**src/rtl/pipe_pkg.sv**
```systemverilog
// Shared constants for the pipeline stage register: state encoding and default widths.
package pipe_pkg;

  localparam int DATA_W_DEF = 32;
  localparam int CNT_W_DEF  = 16;

  localparam logic [1:0] ST_EMPTY = 2'd0;
  localparam logic [1:0] ST_ONE   = 2'd1;
  localparam logic [1:0] ST_TWO   = 2'd2;

  // A stage can take a new beat in any state that still has a free slot.
  function automatic logic st_has_room(input logic [1:0] st);
    return (st != ST_TWO);
  endfunction

endpackage

```
**src/rtl/pipe_stage_reg_sat_counter.sv**
```systemverilog
// Saturating up-counter with synchronous clear; clear wins over increment.
module sat_counter #(
  parameter int W = 16
) (
  input  logic         clk,
  input  logic         rst_n,
  input  logic         clr,
  input  logic         inc,
  output logic [W-1:0] cnt
);

  logic [W-1:0] cnt_q;
  logic [W-1:0] cnt_d;

  // next count: clear, saturating increment, or hold
  always_comb begin
    cnt_d = cnt_q;
    if (clr) begin
      cnt_d = {W{1'b0}};
    end else if (inc && (cnt_q != {W{1'b1}})) begin
      cnt_d = cnt_q + W'(1);
    end else begin
      cnt_d = cnt_q;
    end
  end

  // counter register with synchronous active-low reset
  always_ff @(posedge clk) begin
    if (!rst_n) begin
      cnt_q <= {W{1'b0}};
    end else begin
      cnt_q <= cnt_d;
    end
  end

  assign cnt = cnt_q;

endmodule

```
**src/rtl/pipe_stage_reg.sv**
```systemverilog
// Two-slot (main + skid) pipeline register with registered in_ready, flush and
// a saturating stall counter.
module pipe_stage_reg
  import pipe_pkg::*;
#(
  parameter int DATA_W = DATA_W_DEF,
  parameter int CNT_W  = CNT_W_DEF
) (
  input  logic              clk,
  input  logic              R,
  input  logic              in_valid,
  input  logic [DATA_W-1:0] in_data,
  output logic              in_ready,
  output logic              out_valid,
  output logic [DATA_W-1:0] out_data,
  input  logic              out_ready,
  input  logic              flush,
  input  logic              cnt_clr,
  output logic [1:0]        occ,
  output logic [CNT_W-1:0]  stall_cnt
);

  logic [1:0]        state_q,     state_d;
  logic [DATA_W-1:0] main_q,      main_d;
  logic [DATA_W-1:0] skid_q,      skid_d;
  logic              in_ready_q,  in_ready_d;
  logic              out_valid_q, out_valid_d;
  logic              accept;
  logic              fire;

  assign accept = in_valid & in_ready_q;
  assign fire   = out_valid_q & out_ready;

  // slot/state next-value logic; flush overrides every handshake outcome
  always_comb begin
    state_d = state_q;
    main_d  = main_q;
    skid_d  = skid_q;
    if (flush) begin
      state_d = ST_EMPTY;
      main_d  = {DATA_W{1'b0}};
      skid_d  = {DATA_W{1'b0}};
    end else begin
      case (state_q)
        ST_EMPTY: begin
          if (accept) begin
            state_d = ST_ONE;
            main_d  = in_data;
          end else begin
            state_d = ST_EMPTY;
          end
        end
        ST_ONE: begin
          if (accept && fire) begin
            main_d = in_data;
          end else if (fire) begin
            state_d = ST_EMPTY;
            main_d  = {DATA_W{1'b0}};
          end else if (accept) begin
            state_d = ST_TWO;
            skid_d  = in_data;
          end else begin
            state_d = ST_ONE;
          end
        end
        ST_TWO: begin
          // in_ready is low here, so only the drain path exists
          if (fire) begin
            state_d = ST_ONE;
            main_d  = skid_q;
            skid_d  = {DATA_W{1'b0}};
          end else begin
            state_d = ST_TWO;
          end
        end
        default: begin
          state_d = ST_EMPTY;
          main_d  = {DATA_W{1'b0}};
          skid_d  = {DATA_W{1'b0}};
        end
      endcase
    end
    in_ready_d  = st_has_room(state_d);
    out_valid_d = (state_d != ST_EMPTY);
  end

  // stage registers with synchronous active-low reset
  always_ff @(posedge clk) begin
    if (!R) begin
      state_q     <= ST_EMPTY;
      main_q      <= {DATA_W{1'b0}};
      skid_q      <= {DATA_W{1'b0}};
      in_ready_q  <= 1'b1;
      out_valid_q <= 1'b0;
    end else begin
      state_q     <= state_d;
      main_q      <= main_d;
      skid_q      <= skid_d;
      in_ready_q  <= in_ready_d;
      out_valid_q <= out_valid_d;
    end
  end

  sat_counter #(
    .W (CNT_W)
  ) u_stall_cnt (
    .clk   (clk),
    .rst_n (R),
    .clr   (cnt_clr),
    .inc   (out_valid_q & ~out_ready),
    .cnt   (stall_cnt)
  );

  assign in_ready  = in_ready_q;
  assign out_valid = out_valid_q;
  assign out_data  = main_q;
  assign occ       = state_q;

endmodule

```
**config.mk**
```make
export PLATFORM = sky130hd
export DESIGN_NAME = pipe_stage_reg
export DESIGN_NICKNAME = d
export VERILOG_FILES = /design/src/rtl/pipe_pkg.sv /design/src/rtl/pipe_stage_reg_sat_counter.sv /design/src/rtl/pipe_stage_reg.sv
export SDC_FILE = /design/constraint.sdc
export NUM_CORES = 1
export LEC_CHECK = 0
export ABC_AREA = 1
export CORE_MARGIN = 10
export CORE_UTILIZATION = 38
export CTS_CLUSTER_DIAMETER = 120
export CTS_CLUSTER_SIZE = 24
export DETAILED_ROUTE_END_ITERATION = 10
export GPL_TIMING_DRIVEN = 0
export SLEW_MARGIN = 20
export SYNTH_ARGS = -nofsm -noshare
export SYNTH_HDL_FRONTEND = slang
export SYNTH_SLANG_ARGS = --single-unit
```
**constraint.sdc**
```tcl
create_clock -name clk -period 2.9 [get_ports clk]
set_clock_uncertainty 0.1 [all_clocks]
set_input_delay 0.87 -clock clk [delete_from_list [all_inputs] [get_ports clk]]
set_output_delay 0.87 -clock clk [all_outputs]
set_load 0.05 [all_outputs]
```
### After elaboration in Yosys (flattened, before gate mapping)

Index checks and enable logic that the tools add are counted.

| storage, ports and cells | value |
|---|---|
| flip-flop bits (word level) | 84 |

| operators by class | value |
|---|---|
| add/sub/neg operators | 1 |
| equality and inequality tests | 10 |
| multiplexer cells | 15 |
| bitwise gates (word level) | 6 |
| reductions and logical operators | 8 |

Operators with widths:

| operator | count |
|---|---|
| $mux W32 | 6 |
| $pmux W32 S3 | 2 |
| $add A16 B1 Y16 const B | 1 |
| $ne A16 B16 Y1 const B | 1 |
| $ne A2 B2 Y1 const B | 6 |
| $mux W2 | 5 |
| $pmux W2 S3 | 1 |
| $reduce_and A5 Y1 | 1 |
| $reduce_or A2 Y1 | 2 |
| $and A1 B1 Y1 | 3 |
| $ne A3 B3 Y1 const B | 1 |
| $not A1 Y1 | 3 |
| $reduce_and A3 Y1 | 1 |
| $eq A2 B1 Y1 const B | 1 |
| $eq A2 B2 Y1 const B | 1 |
| $logic_and A1 B1 Y1 | 2 |
| $logic_not A2 Y1 | 1 |
| $reduce_bool A2 Y1 | 1 |
| $mux W1 | 1 |

### Logic depth before layout (Yosys ltp)

Gate-level depths: netlist of the first run.

| depth | value |
|---|---|
| depth after elaboration | 7 |
| mapped depth | 9 |
| mapped depth without buffers | 9 |

### By module

A second synthesis of the first run with hierarchy kept.

| unflattened totals | value |
|---|---|
| cell total of the unflattened synthesis | 678 |
| area, all modules | 4295.4 um^2 |

By module, submodules not included:

| module | instances | cells an instance | area each (um^2) |
|---|---|---|---|
| pipe_stage_reg | 1 | 525 | 3384.5 |
| sat_counter | 1 | 153 | 910.9 |

### Worst setup path before layout of the first run

Ideal clock, no wire load.

| timing path | value |
|---|---|
| kind | reg-to-reg |
| start | reg u_stall_cnt.cnt_q[0], in the netlist u_stall_cnt.cnt[0] |
| end | reg u_stall_cnt.cnt_q[0], in the netlist u_stall_cnt.cnt[0] |
| data arrival time | 1783 ps |
| required time | 2685 ps |
| setup slack | 902 ps |
| cell stages (with the launch flop) | 10 |
| path buffers | 1 |
| clock period less this slack | 1998 ps |
| cells stage by stage | dfxtp_1 > ha_1 > nand2_1 > nor2_1 > nand2_1 > nor2_2 > nor2_4 > buf_4 > nor2_1 > nor2_1 |

| between the ends | value |
|---|---|
| longest elaborated chain between the ends | 2 |
| elaborated cells on any way between the ends | 3 |

RTL lines:

| item | RTL line | text |
|---|---|---|
| start: declaration | pipe_stage_reg_sat_counter.sv:12 | `logic [W-1:0] cnt_q;` |
| start signal: assignment | pipe_stage_reg_sat_counter.sv:30 | `cnt_q <= {W{1'b0}};` |
| start signal: assignment | pipe_stage_reg_sat_counter.sv:32 | `cnt_q <= cnt_d;` |
| branches (longest 2 deep; another with $add A16 B1 Y16) | - |  |

Parallel ways; which one is timed is not known.
A chain may end at the register's enable or synchronous reset.

### Worst setup path in the final report of the first run

| timing path | value |
|---|---|
| start | reg state_q[1], in the netlist occ[1] |
| end | out occ[1] |

RTL lines:

| item | RTL line | text |
|---|---|---|
| start: declaration | pipe_stage_reg.sv:23 | `logic [1:0] state_q, state_d;` |
| start signal: assignment | pipe_stage_reg.sv:96 | `state_q <= state_d;` |
| end: declaration | pipe_stage_reg.sv:19 | `output logic [1:0] occ,` |

No word-level cell between the ends.

==> impl_metrics.ini, run 1 <==
[synth]
synth_edf_count = 0
synthMuxAreaShare_pct = 0
avgSynthCellArea_sq_um = 7.111
synth_compound_area_share_pct = 16.85
synth-seq-cells = 84
synthAdderAreaFrac_pct = 0.2998
synth_nets = 626
async_reset_ff_share_pct = 0
seq_area_frac_synth_pct = 40.29
syn-cell-area_sq_um = 4174
synth_flop_cell = dfxtp_1
yosys.area_share.simple_pct = 33.66
synth_top_family_by_area = simple AND/OR/NAND/NOR gates
synth_warnings = 0
yosysUniqueCellTypes = 34
synth_xor_area_share_pct = 1.259
syn_inst = 587

[power_and_ir_drop]
power_per_cell_area_nw_per_um2 = 461.1
power.leakage_nw = 1.991
ir_drop_v = 0.0002799

[cells_and_area]
register_area_sq_um = 1682
design_area_sq_um = 5461
final_layout_size_suffix_gt1_share_pct = 14.60
num-nets-final = 726
multi_input_area_sq_um = 2173
mostFrequentLayoutCell = nand2_1
layout_common_cells = nand2_1, clkdlybuf4s50_1, dfxtp_1
fillCellCount = 1098
area_growth_pct = 30.85
diodes = 0

[sta]
rsz0062_at_grt = false
drv_slew = 0
fmax_ghz = 0.3749
setup_viol = 0
period_share_pct = 91.98
tightest_slew_ns = 0.7376
hold-worst-slack_ns = 0.3646
min_period_ns = 2.667
hold_viol = 0
setup-tns-final_ns = 0
slew_headroom_pct = 50.83

[worst_setup_path]
critPathSlowestCell = clkdlybuf4s50_1
end_kind = output pin
critPathMaxFanout = 4
crit_path_cell_trace = clkdlybuf4s50_1
rrSetupSlack_ns = 1.00
crit_arrival_ns = 1.70
critPathTopFamily = buffers and inverters
cp_num_buf_inv = 1
rr_endpoint = u_stall_cnt.cnt[14]$_SDFFE_PP0P_
critPathKind = reg2out
slowest_delay_ns = 0.88
r2r_start = u_stall_cnt.cnt[0]$_SDFFE_PP0P_
rr_worst_depth = 9
worst_ep_required_time_ns = 1.93
startpoint_type = register

[worst_hold_path]
holdCritPathClass = reg2reg
worst_hold_path.endpoint = out_data[12]$_SDFFE_PP0P_
hp-start = out_data[12]$_SDFFE_PP0P_
holdPathStages = 2

[floorplanning]
die_width_microns = 124.8
num_rows = 38
coreArea_sq_um = 10790
die-area_sq_um = 15580
pin_count = 90
initial_core_util_pct = 38.67
die_h_microns = 124.8

[place]
dpl-instance-area_sq_um = 5240
io_buffer_count = 89
place.gp.congestion = 0.8107
dp_hpwl_mm = 9.097

[run_status]
status = completed

[clock_tree]
cts_buffers = 9
hold_buffers = 0
worstSkewPairLatency_ns = 0.35
clkTransAtPathRegs_ns = 0.08
post_cts_buffers = 0
htree_levels = 3
cts_resized = 0
cts_sinks = 84
cts_tree = yes
cts_root_buf = clkbuf_8
clockBufferDepth = 2

[route]
drc = 0
drtAntennaViolNets = 0
via_count = 4033
drtIter0Drc = 220
avgViaCountPerCell = 4.847
wl_per_cell_microns = 14.58
first_pass_iters = 4
wirelength_mm = 12.13

[global_routing]
antenna_found_initial = 0
gr-total-overflow = 0
grt_pass1_vias = 4033
grt_max_degree = 14
grt_pass1_wl_mm = 20.04
grtUsageTotal_pct = 15.51

[job]
maxCapViolCount = 0
## power by group
group          total (mW)  switching [mW]  internal [mW]
sequential           1.19          0.0156           1.18
combinational       0.411           0.257          0.154
clock               0.913           0.422          0.491
total                2.52           0.695           1.82
## routing by layer
metal  vias to the layer above  share of wire [%]  track usage [%]  routed length [microns]
li1                       2080                  -                -                        -
met1                      1849                 45            18.35                     5467
met2                        96                 48            25.74                     5838
met3                         8                6.1            5.532                      740
met4                         0               0.72            4.455                       87
met5                         -                  0                0                        0
## cell type report
cell class	count	area share, %
tap	140	3.207
sequential	84	30.79
buffer	29	3.299
clock buffer	13	3.276
timing repair buffer	89	16.31
clock inverter	3	0.7789
inverter	36	2.543
multi-input combinational	438	39.79
## worst max-delay path by stage
| stage | from | end | depth (start not counted) |
|---|---|---|---|
| 2_1_floorplan | u_stall_cnt.cnt[0]$_SDFFE_PP0P_ | u_stall_cnt.cnt[0]$_SDFFE_PP0P_ | 9 |
| 3_3_place_gp | R | skid_q[25]$_SDFFE_PP0P_ | 6 |
| 3_5_place_dp | R | skid_q[17]$_SDFFE_PP0P_ | 6 |
| 4_1_cts | occ[1]$_SDFF_PN0_ | occ[1] | 1 |
| 5_1_grt | u_stall_cnt.cnt[11]$_SDFFE_PP0P_ | stall_cnt[11] | 1 |
| 6_report | occ[1]$_SDFF_PN0_ | occ[1] | 1 |
## cell usage after synthesis, types with 3 or more instances
library cell / number / area (sq um)
nand2_4: 3 / 33.78
inv_1: 26 / 97.59
a21oi_2: 20 / 175.2
nand3_1: 23 / 115.1
buf_4: 6 / 45.04
o211ai_1: 9 / 67.56
nor2_8: 3 / 60.06
nor2_2: 3 / 18.77
clkbuf_1: 8 / 30.03
a21oi_1: 53 / 265.3
nand2_1: 209 / 784.5
xor2_1: 4 / 35.03
nand4_1: 7 / 43.79
nand2_2: 21 / 131.4
o21ai_0: 6 / 30.03
dfxtp_1: 84 / 1682
nor2_1: 41 / 153.9
nor2_4: 3 / 33.78
inv_2: 6 / 22.52
o21ai_1: 23 / 115.1
buf_2: 9 / 45.04
## cell families (layout without fill, tap and decap cells)
group | Yosys count | in the layout
compound gates | 115 | 115
xor+xnor | 6 | 6
fa+ha+maj | 1 | 1
buf+inv | 65 | 170
flops | 84 | 84
simple gates | 316 | 316
## per-stage QoR
stage               instances  setup slack, ns  total power, mW  utilization, %
floorplan                 587           0.9022            1.479               -
global placement          816          0.09390            1.632           48.55
detailed placement        816          0.07535            1.635           48.55
CTS                       832           0.1904            2.552           50.60
global route              832           0.1415            2.638           50.60
finish                    832           0.2325            2.518           50.60
## registers in the layout, indices dropped and copies added (netlist names)
signal           count
in_ready             1
occ                  2
out_data            32
out_valid            1
skid_q              32
u_stall_cnt.cnt     16
Power figures use the tool's default switching activity.
==> run 2, diff against run 1 <==
- CAP_MARGIN: default -> 0
- GPL_ROUTABILITY_DRIVEN: default -> 0
==> results of run 2 <==
Final layout, timing and power as in run 1 (identical DEF).
==> run 3, diff against run 2 <==
- CORE_UTILIZATION: 38 -> 45
- PLACE_DENSITY: default -> 0.72
==> impl_metrics.ini, run 3 (synthesized netlist as in run 1, its figures left out) <==
[run_status]
status = completed

[global_routing]
met1_usage_pct = 20.53
grtUsageTotal_pct = 16.99
grt_pass1_wl_mm = 18.69
grt-busiest-layer = met2
grt_pass1_vias = 3942
grt_util_met2_pct = 28.77
gr-total-overflow = 0
antenna_found_initial = 0
met3_usage_pct = 4.366
grt_max_degree = 14

[clock_tree]
cts_buffers = 9
clkTransAtPathRegs_ns = 0.08
cts_tree = yes
cts_sinks = 84
clockBufferDepth = 2
worstSkewPairLatency_ns = 0.36
hold_buffers = 0
htree_levels = 3
cts_root_buf = clkbuf_8
cts_resized = 0
post_cts_buffers = 0

[floorplanning]
pin_count = 90
initial_core_util_pct = 45.60
die_width_microns = 116.3
die_h_microns = 116.3
num_rows = 35
die-area_sq_um = 13530
coreArea_sq_um = 9153

[power_and_ir_drop]
ir_drop_v = 0.0002386
pwr-share-comb_pct = 16.9
power.internal_mw = 1.726
p_sw_share_pct = 28.38
p_sw_mw = 0.6839
seqPwrFrac_pct = 49.5
p_clk_share_pct = 33.6
power.leakage_nw = 1.972
power_per_cell_area_nw_per_um2 = 447.3

[sta]
tightest_slew_ns = 0.6936
rsz0062_at_grt = false
period_share_pct = 91.75
hold-worst-slack_ns = 0.3628
final.setup.worst_slack_ns = 0.2393
fmax_ghz = 0.3758
slew_headroom_pct = 53.76
drv_slew = 0
hold_viol = 0
setup_viol = 0
min_period_ns = 2.661
setup-tns-final_ns = 0

[place]
place_ws_ns = 0.1306
dp_hpwl_mm = 8.578
io_buffer_count = 89

[worst_hold_path]
hp-start = skid_q[10]$_SDFFE_PP0P_
holdPathStages = 2
holdCritPathClass = reg2reg

[worst_setup_path]
crit_path_cell_trace = clkdlybuf4s50_1
crit_arrival_ns = 1.69
critPathMaxFanout = 4
rrSetupSlack_ns = 1.09
cp.depth = 1
startpoint = occ[1]$_SDFF_PN0_
slowest_delay_ns = 0.86
cp_num_buf_inv = 1
end_kind = output pin
critPathSlowestCell = clkdlybuf4s50_1
startpoint_type = register
r2r_start = u_stall_cnt.cnt[0]$_SDFFE_PP0P_
critPathKind = reg2out
critPathTopFamily = buffers and inverters
rr_worst_depth = 9
worst_ep_required_time_ns = 1.93

[job]
maxCapViolCount = 0

[route]
drc = 0
drtAntennaViolNets = 0
via_count = 4019
wl_per_cell_microns = 14.05
wirelength_mm = 11.29
first_pass_iters = 4
avgViaCountPerCell = 5.005
drtIter0Drc = 237

[cells_and_area]
fillCellCount = 870
mostFrequentLayoutCell = nand2_1
area_growth_pct = 29.08
diodes = 0
final_layout_size_suffix_gt1_share_pct = 14.31
num-nets-final = 726
layout_common_cells = nand2_1, clkdlybuf4s50_1, dfxtp_1
==> run 3: cell count changes in the layout (fill, tap and decap cells not counted) <==
| cell | before | now |
|---|---|---|
| clkbuf_8 | 13 | 9 |
| clkbuf_1 | 8 | 10 |
| clkinv_2 | 2 | 4 |
==> run 3: power by group through the flow <==
stage          registers [mW]  logic, mW  clock network (mW)
2_1_floorplan            1.28      0.198                   0
3_3_place_gp             1.22      0.406                   0
3_5_place_dp             1.22      0.410                   0
4_1_cts                  1.19      0.412               0.824
5_1_grt                  1.20      0.442               0.873
6_report                 1.19      0.408               0.809
==> run 3: final timing paths <==
check                                                         to
worst max-delay path                                      occ[1]
worst min-delay path                     skid_q[10]$_SDFFE_PP0P_
worst max register to register  u_stall_cnt.cnt[14]$_SDFFE_PP0P_
worst min register to register           skid_q[10]$_SDFFE_PP0P_
==> run 3: final cells by class <==
cell class / instances / area (sq um) / area share [%]
clock buffers: 11 / 131.4 / 2.438
inverters: 36 / 138.9 / 2.578
multi-input cells: 438 / 2173 / 40.34
flip-flops and latches: 84 / 1682 / 31.21
plain buffers: 29 / 180.2 / 3.344
well taps: 111 / 138.9 / 2.578
clock inverters: 5 / 52.55 / 0.9754
repair buffers: 89 / 890.9 / 16.54
==> run 3: through the flow <==
step | cell area [sq um] | utilization [%] | cells | power (mW)
finish | 5388 | 58.87 | 803 | 2.410
global route | 5388 | 58.87 | 803 | 2.512
CTS | 5388 | 58.87 | 803 | 2.428
detailed placement | 5204 | 56.86 | 787 | 1.630
global placement | 5204 | 56.86 | 787 | 1.626
floorplan | 4174 | - | 587 | 1.479
==> run 3: routing by layer <==
layer / part of all wire, % / wire length (microns)
met1: 45 / 5029
met3: 5.5 / 616
met4: 0.71 / 80
met2: 49 / 5559
met5: 0 / 0
